==> config.mk <==
export PLATFORM = sky130hd
export DESIGN_NAME = cmp_branch_ctrl
export DESIGN_NICKNAME = d
export VERILOG_FILES = /design/src/rtl/cmp_branch_ctrl_pkg.sv /design/src/rtl/cmp_branch_ctrl_cond_eval.sv /design/src/rtl/cmp_branch_ctrl.sv
export SDC_FILE = /design/constraint.sdc
export NUM_CORES = 1
export LEC_CHECK = 0
export BUFFER_PORTS_ARGS = -buffer_cell sky130_fd_sc_hd__buf_2
export CELL_PAD_IN_SITES_DETAIL_PLACEMENT = 1
export CELL_PAD_IN_SITES_GLOBAL_PLACEMENT = 1
export CORE_MARGIN = 2
export CORE_UTILIZATION = 44
export CTS_CLUSTER_DIAMETER = 50
export DETAILED_ROUTE_END_ITERATION = 8
export PLACE_DENSITY = 0.87
export SLEW_MARGIN = 20
export SYNTH_ARGS = -nofsm -noshare
export SYNTH_HDL_FRONTEND = slang
export SYNTH_SLANG_ARGS = --single-unit
export TNS_END_PERCENT = 20
==> constraint.sdc <==
create_clock -name clk -period 7.51 [get_ports clk]
set_clock_uncertainty 0.2 [all_clocks]
set_input_delay 0.3755 -clock clk [delete_from_list [all_inputs] [get_ports clk]]
set_output_delay 0.3755 -clock clk [all_outputs]
set_load 0.05 [all_outputs]
==> src/rtl/cmp_branch_ctrl_pkg.sv <==
// Shared opcode and state encodings for the comparator/branch sequencer.
package cmp_branch_ctrl_pkg;

  typedef enum logic [2:0] {
    OP_CMP  = 3'd0,
    OP_BEQ  = 3'd1,
    OP_BNE  = 3'd2,
    OP_BLT  = 3'd3,
    OP_BGE  = 3'd4,
    OP_BGT  = 3'd5,
    OP_BLE  = 3'd6,
    OP_RSVD = 3'd7
  } op_e;

  typedef enum logic [1:0] {
    ST_IDLE     = 2'd0,
    ST_EXEC     = 2'd1,
    ST_REDIRECT = 2'd2,
    ST_DONE     = 2'd3
  } state_e;

endpackage

==> src/rtl/cmp_branch_ctrl_cond_eval.sv <==
// Branch condition decode from the stored zero/less-than flags; shared with
// any future predicated-execution logic.
module cmp_cond_eval
  import cmp_branch_ctrl_pkg::*;
(
  input  logic [2:0] op,
  input  logic       z,
  input  logic       lt,
  output logic       taken
);

  always_comb begin
    taken = 1'b0;
    case (op)
      OP_BEQ:  taken = z;
      OP_BNE:  taken = !z;
      OP_BLT:  taken = lt;
      OP_BGE:  taken = !lt;
      OP_BGT:  taken = !lt && !z;
      OP_BLE:  taken = lt || z;
      default: taken = 1'b0;  // CMP and the reserved code never branch
    endcase
  end

endmodule

==> src/rtl/cmp_branch_ctrl.sv <==
// Comparator register and conditional-branch sequencer: IDLE -> EXEC ->
// (REDIRECT) -> DONE, with a registered PC redirect to fetch.
module cmp_branch_ctrl
  import cmp_branch_ctrl_pkg::*;
#(
  parameter int WIDTH = 32,
  parameter int PC_W  = 32
) (
  input  logic             clk,
  input  logic             reset,
  input  logic             req_valid,
  output logic             req_ready,
  input  logic [2:0]       req_op,
  input  logic [WIDTH-1:0] rs_a,
  input  logic [WIDTH-1:0] rs_b,
  input  logic [PC_W-1:0]  pc,
  input  logic [PC_W-1:0]  offset,
  output logic [WIDTH-1:0] cmp_q,
  output logic             redirect_valid,
  output logic [PC_W-1:0]  redirect_pc,
  input  logic             redirect_ready,
  output logic             done,
  output logic             busy,
  output state_e           dbg_state
);

  // Handshakes: a request is accepted on a rising edge where req_valid and
  // req_ready are both high; a redirect retires on an edge where
  // redirect_valid and redirect_ready are both high. Valid-side payloads
  // stay stable until the matching ready is seen.

  state_e           state_q, state_d;
  logic [2:0]       op_q, op_d;
  logic [WIDTH-1:0] a_q, a_d, b_q, b_d;
  logic [PC_W-1:0]  pc_q, pc_d, off_q, off_d;
  logic [WIDTH-1:0] cmp_d;
  logic             z_q, z_d, lt_q, lt_d;
  logic             redirect_valid_q, redirect_valid_d;
  logic [PC_W-1:0]  redirect_pc_q, redirect_pc_d;
  logic             done_q, done_d;
  logic             taken;
  logic [WIDTH:0]   diff;

  // One extra sign bit keeps the signed less-than correct across overflow.
  assign diff = {a_q[WIDTH-1], a_q} - {b_q[WIDTH-1], b_q};

  cmp_cond_eval u_cond (
    .op    (op_q),
    .z     (z_q),
    .lt    (lt_q),
    .taken (taken)
  );

  always_comb begin
    state_d       = state_q;
    op_d          = op_q;
    a_d           = a_q;
    b_d           = b_q;
    pc_d          = pc_q;
    off_d         = off_q;
    cmp_d         = cmp_q;
    z_d           = z_q;
    lt_d          = lt_q;
    redirect_pc_d = redirect_pc_q;
    case (state_q)
      ST_IDLE: begin
        if (req_valid) begin
          op_d    = req_op;
          a_d     = rs_a;
          b_d     = rs_b;
          pc_d    = pc;
          off_d   = offset;
          state_d = ST_EXEC;
        end
      end
      ST_EXEC: begin
        if (op_q == OP_CMP) begin
          cmp_d   = diff[WIDTH-1:0];
          z_d     = (a_q == b_q);
          lt_d    = diff[WIDTH];
          state_d = ST_DONE;
        end else if (taken) begin
          redirect_pc_d = pc_q + off_q;
          state_d       = ST_REDIRECT;
        end else begin
          state_d = ST_DONE;
        end
      end
      ST_REDIRECT: begin
        if (redirect_ready) state_d = ST_DONE;
      end
      ST_DONE: state_d = ST_IDLE;
      default: state_d = ST_IDLE;
    endcase
    redirect_valid_d = (state_d == ST_REDIRECT);
    done_d           = (state_d == ST_DONE);
  end

  always_ff @(posedge clk or posedge reset) begin
    if (reset) begin
      state_q          <= ST_IDLE;
      op_q             <= '0;
      a_q              <= '0;
      b_q              <= '0;
      pc_q             <= '0;
      off_q            <= '0;
      cmp_q            <= '0;
      z_q              <= 1'b1;
      lt_q             <= 1'b0;
      redirect_valid_q <= 1'b0;
      redirect_pc_q    <= '0;
      done_q           <= 1'b0;
    end else begin
      state_q          <= state_d;
      op_q             <= op_d;
      a_q              <= a_d;
      b_q              <= b_d;
      pc_q             <= pc_d;
      off_q            <= off_d;
      cmp_q            <= cmp_d;
      z_q              <= z_d;
      lt_q             <= lt_d;
      redirect_valid_q <= redirect_valid_d;
      redirect_pc_q    <= redirect_pc_d;
      done_q           <= done_d;
    end
  end

  assign req_ready      = (state_q == ST_IDLE);
  assign busy           = (state_q != ST_IDLE);
  assign redirect_valid = redirect_valid_q;
  assign redirect_pc    = redirect_pc_q;
  assign done           = done_q;
  assign dbg_state      = state_q;

endmodule

# Word level (Yosys, flattened, before mapping)
# Cells that the tools add are included.
# op_classes
n_addsub	2
n_eq_ne	12
n_mux	6
bitwise_logic	1
reduce_logical	10
# op_table
cell	count
subtractor 32 x 32 -> 33 bit	1
adder 32 bit	1
equality test 32 bit	1
equality test 3 bit, second input constant	3
equality test 2 bit, second input constant	4
one-hot mux 2 bit (4 select lines)	1
equality test 3 x 2 -> 1 bit, second input constant	2
one-hot mux 1 bit (6 select lines)	1
2-to-1 mux 2 bit	2
AND reduction 2 bit	2
equality test 3 x 1 -> 1 bit, second input constant	1
logical NOT 3 bit	1
AND reduction 3 bit	1
equality test 2 x 1 -> 1 bit, second input constant	1
logical NOT 1 bit	2
logical NOT 2 bit	1
2-to-1 mux 1 bit	2
nonzero test 2 bit	1
logical AND 1 bit	1
logical OR 1 bit	1
inverter 1 bit	1
# word_totals
ff_bits	201
input_bits	135
out_inout_bits	70

# Longest topological paths before layout
# logic_depth
word_depth	7
ltp_mapped	11
ltp_nobuf	11

# Hierarchy
# Synthesis repeated with hierarchy kept, for this count alone.
# hier_totals
hier_cells	1059
area_unflattened_um2	11056.9
# by_module_without_submodules
module	n_inst	cells_each	area_per_inst_um2	seq_area_each_um2
cmp_branch_ctrl	1	1049	10998.0	5031.1
cmp_cond_eval	1	10	58.8	0.0

# Least setup slack after synthesis
# No wires, ideal clock.
# synth_path
path_type	register -> register
startpoint	register pc_q[0]
endpoint	register redirect_pc_q[28], in the netlist redirect_pc[28]
arrival_ps	2650
t_required_ps	7186
path_slack_ps	4536
path_stages_with_launch	11
n_path_buf	0
period_less_slack_ps	2974
cell_sequence	dfrtp_1 ha_1 fa_1 a21o_1 a221oi_2 a211oi_2 o31ai_2 o2111ai_2 a211oi_2 nor3_1 o31a_1
# synth_between
elab_chain_len	1
# synth_rtl
element	line	rtl
start, declared	cmp_branch_ctrl.sv:35	logic [PC_W-1:0] pc_q, pc_d, off_q, off_d;
start signal, assigned	cmp_branch_ctrl.sv:118	pc_q <= pc_d;
adder 32 bit	cmp_branch_ctrl.sv:83	redirect_pc_d = pc_q + off_q;
end signal, assigned	cmp_branch_ctrl.sv:124	redirect_pc_q <= redirect_pc_d;
end, declared	cmp_branch_ctrl.sv:39	logic [PC_W-1:0] redirect_pc_q, redirect_pc_d;
# Every way passes these cells.
# A chain may end at the register's enable or synchronous reset.

# Worst setup path after layout
# layout_path
startpoint	register pc_q[0]
endpoint	register redirect_pc_q[24], in the netlist redirect_pc[24]
# The elaborated chain is that of the path after synthesis.

==> results.cfg <==
[timing]
maxSlewHeadroom = 0.271
report.final.slew_viol_count = 0
max_freq_ghz = 0.269
hold_violations = 0
post-route-period-util = 0.495
setup_viol = 0
worst_pin_slew_ns = 1.09
tns_ns = 0
rsz0062_at_grt = false
period_needed_ns = 3.72

[hold_path]
hp-start = redirect_ready
hold_class = in -> reg

[synthesis]
synth_ff_type = dfrtp_1
yosys_warnings = 0
ys_seq_elements = 201
synth_common_cells = dfrtp_1, mux2_2, nand2_1
ys_async_sr_fraction = 1.00
yosysTopAreaCell = dfrtp_1
synth_area_um2 = 11000
synth_edf_count = 0
synth_top_area_share = 0.455
synth.net_count = 1246
syn_inst = 1043
synthTopCellsByArea = dfrtp_1, mux2_2, ha_1, o21ai_0, nand2_1
yosysMostFrequentCell = dfrtp_1
avgSynthCellArea_um2 = 10.5
ys_seq_area_frac = 0.458
synthDistinctLibCells = 64

[cts]
cts_num_sinks = 201
cts-root-buf = clkbuf_16
insertion_delay_ns = 0.54
clk_pin_slew_ns = 0.06
cts_hold_buf = 132
cts_tree = yes
cts_buffers = 27
clockBufferDepth = 3
cts_htree_levels = 1
cts_resized = 0
post_cts_buffers = 0

[setup_path]
endpoint = redirect_pc[24]$_DFFE_PP0P_
r2r_slack_ns = 3.79
endpoint_kind = flop
crit_path_start = pc_q[0]$_DFFE_PP0P_
cp.required_ns = 7.69
crit_chain = ha_1, fa_1, a21o_1, a221oi_2, a211oi_2, o31ai_1, a211oi_1, a221oi_1, xor2_1, o21ai_0
slowest_delay_ns = 0.52
critical-path-slowest-cell = a221oi_2
r2r_start = pc_q[0]$_DFFE_PP0P_
cp_max_fo = 4
rr_worst_depth = 10
cp.arrival_ns = 3.90
path_class = reg -> reg
rr_endpoint = redirect_pc[24]$_DFFE_PP0P_
startpoint_type = flop

[grt]
grt_pass1_wl_mm = 60.8
grt.overflow.total = 0
grt_max_degree = 127
grt_util_all_layers = 0.295
grt_pass1_vias = 11000
antenna_found_initial = 3

[detailed_routing]
drc = 0
final_antenna_net_count = 0
drt_wl_total_mm = 38.8
vias = 9806
first_iter_violations = 478
viasPerCell = 5.70
drt_pre_antenna_iters = 5
drt-wirelength-per-cell_um = 22.6

[layout]
final_util = 0.596
fillCellCount = 2613
synthToLayoutAreaGrowth_pct = 32.7
drive_gt1_frac = 0.291
num-nets-final = 1576
design_area_um2 = 14600

[floorplanning]
start_util = 0.449
rows = 57
fp.dieH_um = 162
core-area_um2 = 24500
die_width_um = 162
boundaryPins = 205
die_area_um2 = 26300

[placed_design]
gp_congestion = 0.871
dpl-instance-area_um2 = 12300
port_buffers = 204
hpwl_mm = 22.5

[run]
max_cap_violations = 0

[run_status]
status = finished clean
==> metal layers <==
| layer | vias up | part of all wire | GRT usage |
|---|---|---|---|
| li1 | 4395 | - | - |
| met2 | 353 | 0.51 | 0.544 |
| met4 | 0 | 0.055 | 0.147 |
| met3 | 127 | 0.046 | 0.0452 |
| met1 | 4931 | 0.39 | 0.330 |
| met5 | - | 0 | 0 |
==> cell families (layout without fill, tap and decap cells) <==
logic type,Yosys count,in the layout,synth area share
other,0,3,0
buffers and inverters,98,449,0.0336
adders and majority gates,68,68,0.0787
xor gates and xnor gates,42,42,0.0335
AOI/OAI and AO/OA,260,260,0.154
and+or+nand+nor,236,236,0.102
DFF,201,201,0.458
muxes,138,138,0.141
==> metrics by stage <==
step	instances	hold WS, ns	setup slack (ns)
5_1_grt	1721	0.0681	3.66
3_3_place_gp	1536	0.260	4.22
2_1_floorplan	1043	0.272	1.45
4_1_cts	1718	0.0448	4.03
3_5_place_dp	1536	0.267	4.12
6_report	1721	0.0658	3.79
==> area by class of cell <==
type | count | area, um^2 | area share
multi-input combinational | 744 | 5620 | 0.385
sequential | 201 | 5030 | 0.345
timing repair buffer | 339 | 2360 | 0.162
clock buffer | 35 | 746 | 0.0511
tap | 324 | 405 | 0.0278
inverter | 60 | 233 | 0.0160
clock inverter | 15 | 188 | 0.0129
antenna | 3 | 7.51 | 0.000515
==> state kept, by name, indices dropped and copies added, names as in the netlist, 2 cells and up <==
| name | cells |
|---|---|
| pc_q | 32 |
| op_q | 3 |
| a_q | 32 |
| dbg_state | 2 |
| off_q | 32 |
| redirect_pc | 32 |
| cmp_q | 32 |
| b_q | 32 |
==> worst min-delay path by stage <==
stage | to | slack (ns) | cells past startpoint
3_3_place_gp | redirect_pc[11]$_DFFE_PP0P_ | 0.26 | 2
2_1_floorplan | z_q$_DFFE_PP1P_ | 0.27 | 2
4_1_cts | dbg_state[0]$_DFF_PP0_ | 0.04 | 3
5_1_grt | dbg_state[0]$_DFF_PP0_ | 0.07 | 3
3_5_place_dp | cmp_q[19]$_DFFE_PP0P_ | 0.27 | 2
6_report | dbg_state[0]$_DFF_PP0_ | 0.07 | 3
==> worst max-delay path, delay by kind of cell (launching register included) <==
| kind | cells | cell delay [ns] |
|---|---|---|
| DFF | 1 | 0.40 |
| AOI/OAI and AO/OA | 7 | 2.12 |
| xor gates and xnor gates | 1 | 0.17 |
| adders and majority gates | 2 | 0.67 |
==> cells in the final DEF, fill, tap and decap left out, types with 4 or more instances in the layout <==
| cell | n |
|---|---|
| o31ai_1 | 11 |
| o21ai_0 | 78 |
| o21bai_1 | 7 |
| a31oi_1 | 6 |
| inv_1 | 59 |
| nand4_1 | 11 |
| a21o_1 | 33 |
| clkbuf_1 | 4 |
| dfrtp_1 | 200 |
| buf_2 | 204 |
| and2_1 | 5 |
| xor2_1 | 21 |
| o22ai_1 | 5 |
| clkbuf_16 | 27 |
| mux2i_1 | 4 |
| a211o_1 | 6 |
| clkbuf_8 | 4 |
| ha_1 | 66 |
| xnor2_1 | 21 |
| a211oi_1 | 13 |
| nor2b_1 | 12 |
| o21a_1 | 10 |
| or2_2 | 4 |
| dlygate4sd3_1 | 132 |
| nor3_1 | 8 |
| clkinvlp_4 | 5 |
| nor2_1 | 41 |
| nand2_1 | 100 |
| nand3_1 | 13 |
| a21oi_1 | 57 |
| nor3b_1 | 4 |
| or3_1 | 4 |
| and3_1 | 10 |
| nand2b_1 | 5 |
| mux2_2 | 134 |
Power is not shown: default switching activity piles up to over one toggle a cycle in this logic, so the estimate is an artifact.
